**src/rtl/pll_div_pkg.sv**
```systemverilog
// Shared constants and types for the PLL feedback divider.
// Used by the 4/5 prescaler and its modulus latch.
package pll_div_pkg;

   localparam int   DIV_LO  = 4;
   localparam int   DIV_HI  = 5;
   localparam int   CNT_W   = 3;
   localparam logic MC_DIV4 = 1'b1;

   typedef logic [CNT_W-1:0] cnt_t;

   typedef enum logic {
      RATIO_5 = 1'b0,
      RATIO_4 = 1'b1
   } ratio_e;

   // Phase value at which the current period ends.
   function automatic cnt_t last_phase(input ratio_e r);
      return (r == RATIO_4) ? cnt_t'(DIV_LO - 1)
                            : cnt_t'(DIV_HI - 1);
   endfunction

endpackage

```
**src/rtl/prescaler_mod_latch.sv**
```systemverilog
// Holds the active division ratio.
// Loads the modulus control only on the period wrap strobe.
module prescaler_mod_latch
   import pll_div_pkg::*;
(
   input  logic   clk,
   input  logic   rst,
   input  logic   wrap_i,
   input  logic   mc_i,
   output ratio_e ratio_o
);

   ratio_e ratio_q;
   ratio_e ratio_d;

   always_comb begin
      ratio_d = ratio_q;
      if (wrap_i) begin
         ratio_d = (mc_i == MC_DIV4) ? RATIO_4 : RATIO_5;
      end
   end

   always_ff @(posedge clk or posedge rst) begin
      if (rst) begin
         ratio_q <= RATIO_5;
      end else begin
         ratio_q <= ratio_d;
      end
   end

   assign ratio_o = ratio_q;

endmodule

```
**src/rtl/prescaler_4_5.sv**
```systemverilog
// Dual-modulus 4/5 prescaler for the fractional-N feedback path.
// Output is high for phases 0 and 1 of every period, registered.
module prescaler_4_5
   import pll_div_pkg::*;
(
   input  logic clk,
   input  logic rst,
   input  logic mc,
   output logic out
);

   cnt_t   cnt_q;
   cnt_t   cnt_d;
   logic   out_q;
   logic   out_d;
   logic   wrap;
   ratio_e ratio;

   prescaler_mod_latch u_mod_latch (
      .clk     (clk),
      .rst     (rst),
      .wrap_i  (wrap),
      .mc_i    (mc),
      .ratio_o (ratio)
   );

   // >= also recovers from an out-of-range phase.
   assign wrap = (cnt_q >= last_phase(ratio));

   always_comb begin
      cnt_d = wrap ? '0 : cnt_q + cnt_t'(1);
      out_d = (cnt_d <= cnt_t'(1));
   end

   always_ff @(posedge clk or posedge rst) begin
      if (rst) begin
         cnt_q <= '0;
         out_q <= 1'b0;
      end else begin
         cnt_q <= cnt_d;
         out_q <= out_d;
      end
   end

   assign out = out_q;

endmodule

```
**config.mk**
```make
export PLATFORM = sky130hd
export DESIGN_NAME = prescaler_4_5
export DESIGN_NICKNAME = d
export VERILOG_FILES = /design/src/rtl/pll_div_pkg.sv /design/src/rtl/prescaler_mod_latch.sv /design/src/rtl/prescaler_4_5.sv
export SDC_FILE = /design/constraint.sdc
export NUM_CORES = 1
export LEC_CHECK = 0
export CAP_MARGIN = 20
export CORE_AREA = 2 2 39 41
export DETAILED_ROUTE_END_ITERATION = 7
export DIE_AREA = 0 0 41 43
export SYNTH_ARGS = -nofsm -noshare
export SYNTH_HDL_FRONTEND = slang
export SYNTH_HIERARCHICAL = 1
export SYNTH_SLANG_ARGS = --single-unit
```
**constraint.sdc**
```tcl
create_clock -name clk -period 3.05 [get_ports clk]
set_clock_uncertainty 0.2 [all_clocks]
set_input_delay 0.61 -clock clk [delete_from_list [all_inputs] [get_ports clk]]
set_output_delay 0.61 -clock clk [all_outputs]
set_load 0.05 [all_outputs]
```
Word-level counts from Yosys, hierarchy flattened
Index checks and enable logic that the tools add are counted.
{ "op_classes": {"n_addsub": 1, "multipliers": 0, "n_div": 0, "magnitude_cmp": 2, "eq_ne": 0, "n_shift": 0, "n_mux": 3, "bitwise": 0, "n_reduce_logical": 0} }
{ "op_table": {"columns": ["operator", "count"], "rows": [
  ["3-bit 2-to-1 mux", 2],
  ["3-bit by 1-bit adder with 3-bit output (second input constant)", 1],
  ["3-bit greater-or-equal comparator", 1],
  ["3-bit by 1-bit less-or-equal comparator with 1-bit output (second input constant)", 1],
  ["1-bit 2-to-1 mux", 1]
]} }
{ "word_totals": {"regBits": 5, "latchBits": 0, "mem_bits_rw": 0, "rom_bits": 0, "inputBits": 3, "out_inout_bits": 1, "n_memories": 0} }

Logic depth before layout (Yosys ltp)
{ "logic_depth": {"depth_word": 4, "depth_mapped": 5, "ltp_nobuf": 5} }

Modules after synthesis
The synthesis kept the hierarchy.
{ "modules_own_cells": {"columns": ["mod", "n_inst", "cells_each", "area_each_um2", "seq_area_each_um2"], "rows": [
  ["prescaler_4_5", 1, 21, 227.7, 100.1],
  ["prescaler_mod_latch", 1, 3, 43.8, 25.0]
]} }

Least setup slack after synthesis
No wires, ideal clock.
{ "synth_timing": {"kind": "register to register", "start": "register u_mod_latch.ratio_q (netlist: u_mod_latch/ratio_o)", "end": "register u_mod_latch.ratio_q (netlist: u_mod_latch/ratio_o)", "setup_ns": 0.125, "t_arrival_ns": 1.262, "required_ns": 2.725, "setup_slack_ns": 1.463, "path_stages_with_launch": 5, "synth_period_minus_slack_ns": 1.587, "path_cell_list": "dfrtp_1 -> ha_1 -> nor2b_4 -> o21ai_2 -> mux2_4"} }
{ "synth_via": {"elab_chain_len": 2} }
{ "synth_lines": {"columns": ["item", "line_no", "rtl"], "rows": [
  ["start, declared", "prescaler_mod_latch.sv:13", "ratio_e ratio_q;"],
  ["start signal, assigned", "prescaler_mod_latch.sv:27", "ratio_q <= ratio_d;"],
  ["3-bit 2-to-1 mux", "pll_div_pkg.sv:19", "return (r == RATIO_4) ? cnt_t'(DIV_LO - 1)"],
  ["3-bit greater-or-equal comparator", "prescaler_4_5.sv:28", "assign wrap = (cnt_q >= last_phase(ratio));"],
  ["via wrap", "prescaler_4_5.sv:16", "logic wrap;"]
]} }
The timed path passes the listed nets, and every way through them passes these cells.
A chain may end at the register's enable or synchronous reset.

Final worst setup path
{ "layout_timing": {"start": "register out_q (netlist: out)", "end": "output out"} }
{ "layout_rtl": {"columns": ["item", "line_no", "rtl"], "rows": [
  ["start, declared", "prescaler_4_5.sv:14", "logic out_q;"],
  ["start signal, assigned", "prescaler_4_5.sv:41", "out_q <= out_d;"],
  ["end, declared", "prescaler_4_5.sv:9", "output logic out"]
]} }
No word-level cell between the ends.

==> qor.csv <==
metric,value,unit
area.growth.synth_to_final,28.1,%
slowest_delay,0.79,ns
nNetsFinal,39,
die_w,41,µm
track_usage,5.15,%
hp-class,reg2reg,
io_pins,4,
n_antenna_cell,0,
clk_latency,0.23,ns
cts-htree-levels,1,
finalPower,0.425,mW
drc,0,
finalNonFillerCells,47,
final_util,25.1,%
cts_sinks,5,
yosysWarnings,6,
wl_per_cell,6.79,µm
cts_hold_buffers,0,
cp-start-kind,flip-flop,
yosys-top-cells-count,"dfrtp_1, inv_1, ha_1",
grt-ovfl-total,0,
core.rowCount,14,
required,2.24,ns
cp-end-kind,output port,
timing.setup.tns,0,ns
dpl.hpwl,287,µm
die_h,43,µm
crit_buf_inv,1,
path_clk_slew,0.04,ns
synthArstFlopShare,100,%
yosysTopAreaCellShare,46.1,%
post-route-period-util,70.2,%
gp_congestion,0.655,
synth_fp_nets,31,
hold_viol_final,0,
numCtsBuffers,3,
clk_path_buf_depth,2,
start_util,19.6,%
ir_drop,0.390,mV
synth.area.top_cells,"dfrtp_1, ha_1, inv_1",
drt_pass1_iterations,2,
regArea,125,µm²
worst_slew_margin_rel,67.4,%
path_max_fanout,1,
synthCells,24,
status,"finished, final reports clean",
avgSynthCellArea,11.3,µm²
multi_input_area,128,µm²
fill_cells,150,
dieArea,0.00176,mm²
synth_largest_area_cell,dfrtp_1,
antenna_found_initial,0,
path_cells,clkdlybuf4s50_1,
leakage,0.179,nW
ctsRootBufferMaster,clkbuf_4,
via_per_inst,3.68,
postCtsSetupRepairBufs,0,
vias,173,
crit_arrival,1.33,ns
rsz0062_at_grt,false,
maxCapViolCount,0,
path_class,reg2out,
fmax,0.467,GHz
synth_edf_count,0,
drive_gt1_share,22.6,%
cts_resized,0,
crit_slowest_cell,clkdlybuf4s50_1,
drv_slew,0,
setup_ws,0.910,ns
layout_min_cycle_time,2.14,ns
syn_area,272,µm²
ys_seq_elements,5,
cts_tree,built,
placedCellCount,43,
yosysSeqAreaShare,46.1,%
dp_slack,1.15,ns
tightestPinTransition,0.488,ns
drtIter0Drc,1,
grt_pass1_wl,593,µm
routed_wl,319,µm
ys.flop_type,dfrtp_1,
drt.antenna.violating_nets,0,
core,0.00138,mm²
ys_types,11,
io_buffers,3,
grt_max_degree,6,
cellPowerDensity,1220,mW/mm²
cp_top_family,buffers and inverters,
grt_pass1_vias,170,
setup-violations-final,0,
placed cells by master, fill, tap and decap left out, drive strengths merged:
master         Yosys  final
inv                5      5
dfrtp              5      5
ha                 4      4
clkbuf             0      4
nor2               3      3
clkdlybuf4s50      0      3
nor2b              1      1
nand2              1      1
a21oi              1      1
o21ai              1      1
xnor2              1      1
a21o               1      1
mux2               1      1
through the flow:
stage	hold slack (ns)	area, µm²
floorplan	0.139	272
global placement	0.263	322
detailed placement	0.260	322
CTS	0.266	348
global route	0.302	348
finish	0.264	348
metal layers:
layer  up-vias  global-route usage [%]  part of all wire [%]
li1         90                       -                     -
met1        80                    5.25                    40
met2         3                    8.13                    57
met3         0                       0                   3.1
met4         0                    6.00                     0
met5         -                       0                     0
power breakdown:
part	internal [mW]	total (mW)	switching [mW]
combinational	0.110	0.230	0.121
sequential	0.101	0.121	0.0207
clock	0.0492	0.0730	0.0238
total	0.259	0.425	0.165
final timing paths:
kind	from	end	slack (ns)	depth (start not counted)
worst min register to register	cnt_q[0]	cnt_q[0]	0.26	1
worst max register to register	u_mod_latch/ratio_o	u_mod_latch/ratio_o	1.37	4
worst max-delay path	out	out	0.91	1
worst min-delay path	cnt_q[0]	cnt_q[0]	0.26	1
max in group asynchronous	rst	cnt_q[2]	2.12	2
min in group asynchronous	rst	u_mod_latch/ratio_o	0.34	2
state kept, by name, indices dropped and copies added (netlist names):
signal	cells
u_mod_latch/ratio_o	1
out	1
cnt_q	3
layout make-up:
type,count,area share [%]
Inverter,5,5.40
Multi-Input combinational cell,14,36.7
Sequential cell,5,36.0
Clock buffer,4,7.55
Timing Repair Buffer,3,8.63
Tap cell,16,5.76
cells by family after synthesis:
| kind of cell | synth area share [%] |
|---|---|
| AO/OA/AOI/OAI | 9.22 |
| XOR/XNOR | 3.23 |
| adder cells (fa/ha/maj) | 18.4 |
| buffers and inverters | 6.91 |
| flip-flops | 46.1 |
| multiplexers | 5.53 |
| AND/OR/NAND/NOR | 10.6 |
Power figures use the tool's default switching activity.
